[config.mk]
export PLATFORM = sky130hd
export DESIGN_NAME = button_event_arbiter_flat
export DESIGN_NICKNAME = d
export VERILOG_FILES = /design/src/rtl/button_event_if.sv /design/src/rtl/button_event_arbiter.sv /design/src/flat_wrapper.sv
export SDC_FILE = /design/constraint.sdc
export NUM_CORES = 1
export LEC_CHECK = 0
export ABC_AREA = 0
export CAP_MARGIN = 20
export CORE_MARGIN = 10
export CORE_UTILIZATION = 53
export CTS_CLUSTER_DIAMETER = 100
export DETAILED_ROUTE_END_ITERATION = 8
export DONT_BUFFER_PORTS = 1
export PLACE_DENSITY = 0.8
export SLEW_MARGIN = 0
export SYNTH_ARGS = -nofsm -noshare
export SYNTH_HDL_FRONTEND = slang
export SYNTH_SLANG_ARGS = --single-unit
export TNS_END_PERCENT = 100
[constraint.sdc]
create_clock -name hwclk -period 3.27 [get_ports hwclk]
set_input_delay 0.327 -clock hwclk [delete_from_list [all_inputs] [get_ports hwclk]]
set_output_delay 0.327 -clock hwclk [all_outputs]
set_load 0.005 [all_outputs]
[src/rtl/button_event_if.sv]
// Event port between the button event arbiter and its consumer: one event
// per valid/ready handshake, plus the sticky overflow flag and its clear.
interface button_event_if #(
    parameter int NUM_BUTTONS = 4
);
    localparam int IDW = $clog2(NUM_BUTTONS);

    logic           evt_valid;
    logic           evt_ready;
    logic [IDW-1:0] evt_id;
    logic [1:0]     evt_kind;
    logic           evt_overflow;
    logic           clr_overflow;

    modport master (
        output evt_valid, evt_id, evt_kind, evt_overflow,
        input  evt_ready, clr_overflow
    );

    modport slave (
        input  evt_valid, evt_id, evt_kind, evt_overflow,
        output evt_ready, clr_overflow
    );
endinterface

[src/rtl/button_event_arbiter.sv]
// Turns debounced button levels into PRESS/LONG/RELEASE events and serializes
// them round-robin onto a single registered valid/ready event port.
//
// state | meaning
// IDLE  | button released, waiting for a rise
// HELD  | pressed, hold_cnt counting toward LONG
// LONG  | LONG already reported, hold_cnt frozen until release
module button_event_arbiter #(
    parameter int          NUM_BUTTONS       = 4,
    parameter logic [31:0] LONG_PRESS_CYCLES = 32'd12000000
) (
    input  logic                   hwclk,
    input  logic                   rst,
    input  logic [NUM_BUTTONS-1:0] btn_db,
    button_event_if.master         evt
);
    localparam int IDW = $clog2(NUM_BUTTONS);

    typedef enum logic [1:0] {
        ST_IDLE = 2'd0,
        ST_HELD = 2'd1,
        ST_LONG = 2'd2
    } state_t;

    logic [NUM_BUTTONS-1:0] btn_q, btn_prev, rise, fall;
    state_t                 st_q   [NUM_BUTTONS];
    state_t                 st_d   [NUM_BUTTONS];
    logic [31:0]            cnt_q  [NUM_BUTTONS];
    logic [31:0]            cnt_d  [NUM_BUTTONS];
    // Pending and set vectors per channel: bit0 press, bit1 long, bit2 release
    logic [2:0]             pend_q [NUM_BUTTONS];
    logic [2:0]             set_ev [NUM_BUTTONS];
    logic [2:0]             grant  [NUM_BUTTONS];

    logic           valid_q, ovf_q;
    logic [IDW-1:0] id_q, rr_ptr, win_id, rr_next;
    logic [1:0]     kind_q, win_kind;
    logic [2:0]     win_pend, win_onehot;
    logic           have_win, load, drop;
    int             arb_idx;

    assign rise = btn_q & ~btn_prev;
    assign fall = ~btn_q & btn_prev;

    always_comb begin
        for (int i = 0; i < NUM_BUTTONS; i++) begin
            st_d[i]   = st_q[i];
            cnt_d[i]  = cnt_q[i];
            set_ev[i] = 3'b000;
            case (st_q[i])
                ST_IDLE: begin
                    if (rise[i]) begin
                        set_ev[i] = 3'b001;
                        cnt_d[i]  = 32'd0;
                        st_d[i]   = ST_HELD;
                    end
                end
                ST_HELD: begin
                    if (fall[i]) begin
                        set_ev[i] = 3'b100;
                        st_d[i]   = ST_IDLE;
                    end else if (cnt_q[i] == LONG_PRESS_CYCLES - 32'd1) begin
                        set_ev[i] = 3'b010;
                        st_d[i]   = ST_LONG;
                    end else begin
                        cnt_d[i] = cnt_q[i] + 32'd1;
                    end
                end
                ST_LONG: begin
                    if (fall[i]) begin
                        set_ev[i] = 3'b100;
                        st_d[i]   = ST_IDLE;
                    end
                end
                default: st_d[i] = ST_IDLE;
            endcase
        end
    end

    // Round-robin search from rr_ptr; within a channel PRESS > LONG > RELEASE
    always_comb begin
        have_win = 1'b0;
        win_id   = '0;
        arb_idx  = 0;
        for (int k = 0; k < NUM_BUTTONS; k++) begin
            arb_idx = (int'(rr_ptr) + k) % NUM_BUTTONS;
            if (!have_win && (|pend_q[arb_idx])) begin
                have_win = 1'b1;
                win_id   = IDW'(arb_idx);
            end
        end
        win_pend = pend_q[win_id];
        if (win_pend[0]) begin
            win_kind   = 2'b00;
            win_onehot = 3'b001;
        end else if (win_pend[1]) begin
            win_kind   = 2'b01;
            win_onehot = 3'b010;
        end else begin
            win_kind   = 2'b10;
            win_onehot = 3'b100;
        end
        load    = have_win && (!valid_q || evt.evt_ready);
        rr_next = (win_id == IDW'(NUM_BUTTONS - 1)) ? '0 : win_id + 1'b1;
    end

    always_comb begin
        drop = 1'b0;
        for (int i = 0; i < NUM_BUTTONS; i++) begin
            grant[i] = (load && (win_id == IDW'(i))) ? win_onehot : 3'b000;
            if (|(set_ev[i] & pend_q[i] & ~grant[i]))
                drop = 1'b1;
        end
    end

    always_ff @(posedge hwclk) begin
        if (rst) begin
            btn_q    <= '0;
            btn_prev <= '0;
            valid_q  <= 1'b0;
            id_q     <= '0;
            kind_q   <= 2'b00;
            ovf_q    <= 1'b0;
            rr_ptr   <= '0;
            for (int i = 0; i < NUM_BUTTONS; i++) begin
                st_q[i]   <= ST_IDLE;
                cnt_q[i]  <= 32'd0;
                pend_q[i] <= 3'b000;
            end
        end else begin
            btn_q    <= btn_db;
            btn_prev <= btn_q;
            for (int i = 0; i < NUM_BUTTONS; i++) begin
                st_q[i]   <= st_d[i];
                cnt_q[i]  <= cnt_d[i];
                pend_q[i] <= (pend_q[i] & ~grant[i]) | set_ev[i];
            end
            if (drop)
                ovf_q <= 1'b1;
            else if (evt.clr_overflow)
                ovf_q <= 1'b0;
            if (load) begin
                valid_q <= 1'b1;
                id_q    <= win_id;
                kind_q  <= win_kind;
                rr_ptr  <= rr_next;
            end else if (valid_q && evt.evt_ready) begin
                valid_q <= 1'b0;
            end
        end
    end

    assign evt.evt_valid    = valid_q;
    assign evt.evt_id       = id_q;
    assign evt.evt_kind     = kind_q;
    assign evt.evt_overflow = ovf_q;
endmodule
[src/flat_wrapper.sv]
// flat-port wrapper written by rule: the top's interface ports become plain ports
module button_event_arbiter_flat 
#(
    parameter int          NUM_BUTTONS       = 4,
    parameter logic [31:0] LONG_PRESS_CYCLES = 32'd12000000
)
  (hwclk, rst, btn_db, evt_evt_valid, evt_evt_id, evt_evt_kind, evt_evt_overflow, evt_evt_ready, evt_clr_overflow);
  button_event_if #(.NUM_BUTTONS(NUM_BUTTONS)) evt_i ();
  input  logic hwclk;
  input  logic rst;
  input  logic [NUM_BUTTONS-1:0] btn_db;
  output wire logic [$bits(evt_i.evt_valid)-1:0] evt_evt_valid;
  output wire logic [$bits(evt_i.evt_id)-1:0] evt_evt_id;
  output wire logic [$bits(evt_i.evt_kind)-1:0] evt_evt_kind;
  output wire logic [$bits(evt_i.evt_overflow)-1:0] evt_evt_overflow;
  input wire logic [$bits(evt_i.evt_ready)-1:0] evt_evt_ready;
  input wire logic [$bits(evt_i.clr_overflow)-1:0] evt_clr_overflow;
  assign evt_evt_valid = evt_i.evt_valid;
  assign evt_evt_id = evt_i.evt_id;
  assign evt_evt_kind = evt_i.evt_kind;
  assign evt_evt_overflow = evt_i.evt_overflow;
  assign evt_i.evt_ready = evt_evt_ready;
  assign evt_i.clr_overflow = evt_clr_overflow;
  button_event_arbiter #(.NUM_BUTTONS(NUM_BUTTONS), .LONG_PRESS_CYCLES(LONG_PRESS_CYCLES)) u_core (.hwclk(hwclk), .rst(rst), .btn_db(btn_db), .evt(evt_i));
endmodule
# Yosys cells after proc, flatten, opt, wreduce, memory -nomap -nowiden

Memory sizes are Yosys's and may differ from the RTL's. A register that Yosys moved wholly into a read port is not among the register bits.
Index checks and enable logic that the tools add are counted.

Word-level logic and storage cells: 196
Memory bits (writable): 148
Bits of input ports: 8
Register bits: 16
Memories: 3
Output and inout bits: 6

Bitwise gates (word level): 36
Equal/unequal tests: 15
Mux-type cells: 98
Add/subtract/negate cells: 8
Reduce and logical (&&, ||, !) cells: 29

Memories:

| name          | words | width | rd ports | clocked after memory_dff | write ports | line                       | text |
|---|---|---|---|---|---|---|---|
| u_core.cnt_q  | 4     | 32    | 4        | 0                        | 4           | button_event_arbiter.sv:28 | `logic [31:0] cnt_q [NUM_BUTTONS];` |
| u_core.pend_q | 4     | 3     | 9        | 1                        | 4           | button_event_arbiter.sv:31 | `logic [2:0] pend_q [NUM_BUTTONS];` |
| u_core.st_q   | 4     | 2     | 4        | 0                        | 4           | button_event_arbiter.sv:26 | `state_t st_q [NUM_BUTTONS];` |

Operators with widths:

| operator                                         | count |
|---|---|
| 2-to-1 mux 32 bit                                | 16 |
| one-hot mux 32 bit (2 select lines)              | 4 |
| adder 32 x 1 -> 32 bit (second input constant)   | 4 |
| == test 32 x 24 -> 1 bit (second input constant) | 4 |
| 2-to-1 mux 2 bit                                 | 33 |
| 2-to-1 mux 3 bit                                 | 18 |
| AND 3 bit                                        | 12 |
| one-hot mux 3 bit (3 select lines)               | 4 |
| one-hot mux 2 bit (3 select lines)               | 4 |
| OR reduction 3 bit                               | 8 |
| 2-to-1 mux 1 bit                                 | 19 |
| == test 2 bit (second input constant)            | 6 |
| inverter 3 bit                                   | 4 |
| OR 1 bit                                         | 12 |
| OR 3 bit                                         | 4 |
| == test 2 x 1 -> 1 bit (second input constant)   | 5 |
| zero test 2 bit                                  | 5 |
| logical AND 1 bit                                | 9 |
| AND 4 bit                                        | 2 |
| inverter 4 bit                                   | 2 |
| adder 2 x 1 -> 2 bit (second input constant)     | 2 |
| adder 2 bit (second input constant)              | 2 |
| zero test 1 bit                                  | 4 |
| nonzero test 2 bit                               | 2 |
| logical OR 1 bit                                 | 1 |

# Logic depth before layout (Yosys ltp)

Gate-level depths: netlist of the first run.
An unclocked memory read counts as a cell.

Word-level depth: 23
Mapped depth: 16
Depth with buffers taken out: 14

# Worst setup path before layout of the first run

OpenSTA, ideal clock, no wires.

Path type: register to register
From: mem u_core.pend_q[0][2]
To: reg u_core.ovf_q (netlist: u_core.evt.evt_overflow)
Slack: -174 ps
Period minus slack after synthesis: 3444 ps
Path buffers: 3
Required time: 3132 ps
Setup time: 138 ps
Cell stages (with the launch flop): 17
Arrival time: 3306 ps
Cell sequence: dfxtp_1 -> or3_1 -> buf_2 -> mux4_2 -> buf_6 -> a2111o_1 -> and2_1 -> buf_6 -> inv_1 -> ha_1 -> inv_1 -> a41oi_1 -> o21ai_0 -> nor3_1 -> o21ai_0 -> a311oi_1 -> a41oi_1

RTL lines:

| item                   | line                        | text |
|---|---|---|
| start: declaration     | button_event_arbiter.sv:31  |  |
| end signal: assignment | button_event_arbiter.sv:123 | `ovf_q <= 1'b0;` |
| end signal: assignment | button_event_arbiter.sv:139 | `ovf_q <= 1'b1;` |
| end signal: assignment | button_event_arbiter.sv:141 | `ovf_q <= 1'b0;` |
| end: declaration       | button_event_arbiter.sv:35  | `logic valid_q, ovf_q;` |

==> flow_metrics.env, run 1 <==
export IMPL_synth_most_common_cell="dfxtp_1"
export IMPL_ys_warn_count=0
export IMPL_finish_utilization=0.609
export IMPL_hpwl_um=12300
export IMPL_setup_violations=0
export IMPL_fp_dieH_um=144
export IMPL_cts_tree="done"
export IMPL_final_nets=1037
export IMPL_syn_to_final_growth_pct=13.2
export IMPL_drt_initial_drc_count=540
export IMPL_grt_pass1_vias=6625
export IMPL_start_kind="flop"
export IMPL_start_util=0.538
export IMPL_min_period_ns=3.13
export IMPL_ys_types=69
export IMPL_fillers=1316
export IMPL_grt_max_degree=44
export IMPL_ios=14
export IMPL_hold_violations=0
export IMPL_grt_overflow=0
export IMPL_dp_cells=1188
export IMPL_die_w_um=144
export IMPL_crit_type="flop to flop"
export IMPL_firstDrtPassIters=5
export IMPL_r2r_end="u_core.evt.evt_overflow"
export IMPL_power_total_mw=4.97
export IMPL_yosys_register_bits=166
export IMPL_gp_congestion=0.930
export IMPL_die_area_sq_um=20700
export IMPL_core_area_sq_um=15100
export IMPL_finClkSkew_ns=0.0110
export IMPL_clkTransAtPathRegs_ns=0.06
export IMPL_rrSetupSlack_ns=0.14
export IMPL_io_buffer_count=0
export IMPL_maxSlewViolCount=0
export IMPL_worst_ir_drop_vdd_mv=0.418
export IMPL_row_count=45
export IMPL_power_density_nw_per_um2=539
export IMPL_fmax_mhz=320
export IMPL_cts_buffers_inserted=17
export IMPL_vias=7003
export IMPL_synth_nets=1010
export IMPL_status="completed"
export IMPL_post_drt_wl_per_cell_um=14.6
export IMPL_synth_flop_cell="dfxtp_1"
export IMPL_globalRouteTotalUtil=0.176
export IMPL_avgSynthCellArea_sq_um=8.20
export IMPL_crit_required_ns=3.55
export IMPL_r2r_start="u_core.pend_q[3][2]"
export IMPL_syn_cell_area_sq_um=8150
export IMPL_post_route_drc_count=0
export IMPL_vias_per_cell=5.73
export IMPL_ant_nets=0
export IMPL_crit_fanout=7
export IMPL_fin_hold_ws_ns=0.0292
export IMPL_postSynth_asyncResetShare=0
export IMPL_endpoint_kind="flop"
export IMPL_synth_edf_count=0
export IMPL_ys_top_cells_by_count="dfxtp_1, nor2_1, nand2_1"
export IMPL_yosys_area_top_type="dfxtp_1"
export IMPL_h_tree_depth=4
export IMPL_arrival_ns=3.41
export IMPL_rr_worst_depth=13
export IMPL_grt_pass1_wl_um=30500
export IMPL_slew_headroom=0.437
export IMPL_drive_above_1_share=0.0968
export IMPL_min_path_type="input pin to flop"
export IMPL_min_delay_path_depth=1
export IMPL_antenna_found_initial=1
export IMPL_tightest_slew_ns=0.836
export IMPL_synth_cells=994
export IMPL_setup_tns_ns=0
export IMPL_cts_buffer_depth=2
export IMPL_routed_wirelength_um=17900
export IMPL_netlist_top_cells_area="dfxtp_1, xor2_1, nor2_1, nand2_1, nand3_1"
export IMPL_netlist_area_leader_share=0.408
export IMPL_final_cells=1222
export IMPL_clk_latency_ns=0.43
export IMPL_leakage_nw=3.16
export IMPL_clkSinkCount=166
export IMPL_ys_seq_area_frac=0.408
export IMPL_hold_start="btn_db[0]"
export IMPL_min_to="u_core.btn_q[0]"
export IMPL_max_cap_violations=0
export IMPL_cts_root_buf="clkbuf_16"
export IMPL_fin_crit_sh=0.956
## routing by layer
| layer | global-route usage | routed length [um] |
|---|---|---|
| met4 | 0.0553 | 274 |
| met2 | 0.292 | 8560 |
| met3 | 0.0417 | 807 |
| met5 | 0 | 0 |
| met1 | 0.222 | 8260 |
## how the worst max path moves through the flow
stage | startpoint | slack [ns] | endpoint
finish | u_core.pend_q[3][2] | 0.14 | u_core.evt.evt_overflow
CTS | u_core.pend_q[0][1] | 0.04 | u_core.evt.evt_overflow
detailed placement | u_core.pend_q[0][1] | 0.07 | u_core.evt.evt_overflow
global placement | u_core.pend_q[0][1] | 0.14 | u_core.evt.evt_overflow
floorplan | u_core.pend_q[0][1] | 0.03 | u_core.evt.evt_overflow
global route | u_core.pend_q[3][2] | -0.03 | u_core.evt.evt_overflow
## worst max-delay path, stage by stage, from the launching register on
cell and delay (ns):
dfxtp_1 0.34, or3_4 0.41, mux4_2 0.56, a2111o_1 0.33, and2_2 0.25, inv_2 0.10, ha_4 0.14, inv_2 0.04
a41oi_2 0.15, o21ai_1 0.11, nor3_2 0.11, o21ai_1 0.08, a311oi_1 0.21, a41oi_1 0.15
## flip-flops by register name, summed over array words and instances, names as in the netlist, named ones only
| name | count |
|---|---|
| u_core.btn_prev | 4 |
| u_core.evt.evt_overflow | 1 |
| u_core.cnt_q | 128 |
| u_core.evt.evt_valid | 1 |
| u_core.pend_q | 12 |
| u_core.btn_q | 4 |
| u_core.evt.evt_kind | 2 |
| u_core.st_q | 8 |
| u_core.evt.evt_id | 2 |
| u_core.rr_ptr | 2 |
## stage by stage
step | setup slack, ns | cell area, sq um
after floorplan | 0.0262 | 8180
after global placement | 0.138 | 8530
after detailed placement | 0.0728 | 8540
after CTS | 0.0432 | 9160
after global routing | -0.0269 | 9220
final | 0.143 | 9220
## cell type report
class / instances / area [sq um] / area share
timing repair buffer: 37 / 287 / 0.0311
inverter: 28 / 108 / 0.0117
multi-input combinational: 771 / 4670 / 0.506
clock inverter: 10 / 148 / 0.0160
sequential: 166 / 3320 / 0.360
clock buffer: 21 / 450 / 0.0488
tap: 188 / 235 / 0.0255
antenna: 1 / 2.50 / 0.000271
## repair_timing
item / CTS / global route
endpoints found under the setup margin: 0 / 2
hold buffers: 1 / 0
setup buffers: 0 / 1
resized for setup: 0 / 10
endpoints found under the hold margin: 45 / 0
## kinds of logic after synthesis
kind of cell             after synthesis  synth area share
AND/OR/NAND/NOR                      522             0.330
flip-flops                           166             0.408
multiplexers                           3           0.00522
adder cells (fa/ha/maj)                8            0.0123
buffers and inverters                 57            0.0287
AO/OA/AOI/OAI                        134             0.105
XOR/XNOR                             104             0.112
## layout by cell type, fill, tap and decap left out, types with 6 or more instances in the layout
cell type / synthesis / layout
nor2_1: 161 / 161
o21ai_1: 5 / 6
dfxtp_1: 166 / 165
or2_2: 8 / 8
and3_1: 31 / 31
nand2b_1: 11 / 11
nand2_1: 85 / 85
xnor2_1: 33 / 33
nor2b_1: 23 / 23
nor4b_1: 19 / 19
nor3_1: 24 / 22
inv_1: 27 / 25
buf_4: 0 / 35
nand3_1: 58 / 58
or3_1: 25 / 23
nand4_1: 25 / 25
and4_1: 6 / 6
ha_1: 8 / 7
xor2_1: 71 / 71
nor4_1: 14 / 13
a21oi_1: 52 / 52
clkbuf_16: 0 / 17
o21ai_0: 28 / 26
## where the power goes
group | leakage, nW | switching [mW] | internal (mW)
sequential | 1.34 | 0.0519 | 2.07
clock | 0.280 | 0.804 | 1.22
combinational | 1.54 | 0.515 | 0.302
Power figures use the tool's default switching activity.
==> run 2: changes to the inputs <==
--- a/config.mk
+++ b/config.mk
@@ -12,7 +12,8 @@
 export CTS_CLUSTER_DIAMETER = 100
 export DETAILED_ROUTE_END_ITERATION = 8
 export DONT_BUFFER_PORTS = 1
-export PLACE_DENSITY = 0.8
+export PLACE_DENSITY = 0.77
+export RECOVER_POWER = 25
 export SLEW_MARGIN = 0
 export SYNTH_ARGS = -nofsm -noshare
 export SYNTH_HDL_FRONTEND = slang
==> constraint.sdc (replaced) <==
create_clock -name hwclk -period 3.05 [get_ports hwclk]
set_input_delay 0.305 -clock hwclk [delete_from_list [all_inputs] [get_ports hwclk]]
set_output_delay 0.305 -clock hwclk [all_outputs]
set_load 0.005 [all_outputs]
==> flow_metrics.env, run 2 (synthesis results as in run 1) <==
export IMPL_antenna_cells=0
export IMPL_p_comb_frac=0.203
export IMPL_grt_overflow=0
export IMPL_rr_worst_depth=12
export IMPL_clkTransAtPathRegs_ns=0.07
export IMPL_io_buffer_count=0
export IMPL_netSwitchingFraction=0.294
export IMPL_drt_initial_drc_count=412
export IMPL_top_regs="u_core.cnt_q: 128 flops, u_core.pend_q: 12 flops, u_core.st_q: 8 flops"
export IMPL_start_util=0.538
export IMPL_cts_root_buf="clkbuf_16"
export IMPL_fin_area_sq_um=9490
export IMPL_worst_ir_drop_vdd_mv=0.464
export IMPL_rsz0062_at_grt="yes"
export IMPL_post_route_drc_count=0
export IMPL_clk_latency_ns=0.43
export IMPL_post_dp_cell_area_sq_um=8690
export IMPL_power_total_mw=5.51
export IMPL_hpwl_um=12400
export IMPL_min_delay_path_depth=1
export IMPL_firstDrtPassIters=5
export IMPL_status="finished with violations"
export IMPL_power_density_nw_per_um2=580
export IMPL_p_seq_frac=0.412
export IMPL_crit_fanout=5
export IMPL_finClkSkew_ns=0.0114
export IMPL_cts_tree="done"
export IMPL_drive_above_1_share=0.126
export IMPL_core_area_sq_um=15100
export IMPL_globalRouteTotalUtil=0.180
export IMPL_ios=14
export IMPL_routed_wirelength_um=18100
export IMPL_setup_violations=1
export IMPL_maxSlewViolCount=0
export IMPL_internal_power_mw=3.89
export IMPL_gp_congestion=0.949
export IMPL_endpoint_kind="flop"
export IMPL_largest_register_ffs=128
export IMPL_final_nets=1067
export IMPL_slew_headroom=0.484
export IMPL_fillers=1256
export IMPL_ant_nets=0
export IMPL_layout_common_cells="dfxtp_1, nor2_1, nand2_1"
export IMPL_leakage_nw=3.32
export IMPL_clkSinkCount=166
export IMPL_tightest_slew_ns=0.767
export IMPL_clockPowerShare=0.385
export IMPL_grt_pass1_vias=6413
export IMPL_die_w_um=144
export IMPL_violations="setup timing"
export IMPL_fin_crit_sh=1.01
export IMPL_h_tree_depth=4
export IMPL_min_period_ns=3.07
export IMPL_die_area_sq_um=20700
export IMPL_final_common_cell="dfxtp_1"
export IMPL_fp_dieH_um=144
export IMPL_grt_max_degree=44
export IMPL_post_drt_wl_per_cell_um=14.5
export IMPL_fmax_mhz=325
export IMPL_power_switching_mw=1.62
export IMPL_crit_required_ns=3.35
export IMPL_row_count=45
export IMPL_top_register="u_core.cnt_q"
export IMPL_layout_setup_ws_ns=-0.0233
export IMPL_arrival_ns=3.38
export IMPL_hold_violations=0
export IMPL_min_path_type="input pin to flop"
export IMPL_antenna_found_initial=0
export IMPL_cts_buffers_inserted=17
export IMPL_vias_per_cell=5.66
export IMPL_vias=7087
export IMPL_max_cap_violations=0
export IMPL_cts_buffer_depth=2
export IMPL_start_kind="flop"
export IMPL_grt_pass1_wl_um=30600
export IMPL_syn_to_final_growth_pct=16.4
export IMPL_crit_type="flop to flop"
export IMPL_finish_utilization=0.626
==> run 2: final cells by class <==
type                       count  area, sq um  area share
clock inverter                13          140      0.0148
inverter                      28          120      0.0127
timing repair buffer          67          527      0.0555
sequential                   166         3330       0.351
clock buffer                  19          443      0.0467
multi-input combinational    771         4690       0.495
tap                          188          235      0.0248
==> run 2: stage by stage <==
| stage | cells | setup TNS (ns) | setup slack, ns | hold WS [ns] |
|---|---|---|---|---|
| CTS | 1243 | 0 | 0.0102 | 0.000475 |
| finish | 1252 | -0.0233 | -0.0233 | 0.0155 |
| detailed placement | 1207 | -0.0555 | -0.0380 | 0.385 |
| global route | 1252 | -0.216 | -0.136 | 0.0202 |
| floorplan | 994 | -0.137 | -0.137 | 0.433 |
| global placement | 1207 | -0.00300 | -0.00300 | 0.383 |
==> run 2: worst max-delay path, cell delays in order (launching register included) <==
cell and delay [ns]:
dfxtp_2 0.32, or3_4 0.40, mux4_2 0.53, a2111o_1 0.47
and2_4 0.20, inv_4 0.06, ha_4 0.13, inv_2 0.04
buf_6 0.11, a211oi_2 0.17, a21oi_1 0.10, a311oi_1 0.27
a41oi_1 0.15
==> run 2: worst paths after layout <==
path / slack [ns] / to / startpoint
hold reg to reg: 0.47 / u_core.cnt_q[0][65] / u_core.cnt_q[0][65]
setup reg to reg: -0.02 / u_core.evt.evt_overflow / u_core.pend_q[0][1]
setup / recovery: -0.02 / u_core.evt.evt_overflow / u_core.pend_q[0][1]
hold / removal: 0.02 / u_core.btn_q[1] / btn_db[1]
==> run 2: what timing repair did <==
action	4_1_cts	5_1_grt
pin swaps	1	8
setup endpoints to repair	4	15
endpoints found under the hold margin	45	0
cloned	0	0
buffers inserted	0	9
gates resized for setup	5	20
hold buffers	4	0
==> run 2: power by group through the flow <==
stage                     registers [mW]  logic, mW  clock network, mW
after global routing                2.28       1.21               2.25
final                               2.27       1.12               2.12
after CTS                           2.27      0.973               2.17
after global placement              2.32      0.925                  0
after floorplan                     2.30      0.607                  0
after detailed placement            2.32      0.918                  0
==> run 2: per-layer routing <==
metal / wire length (um) / GRT usage / part of all wire
met1: 8660 / 0.233 / 0.48
met3: 769 / 0.0436 / 0.042
met2: 8340 / 0.285 / 0.46
met5: 0 / 0 / 0
met4: 349 / 0.0613 / 0.019
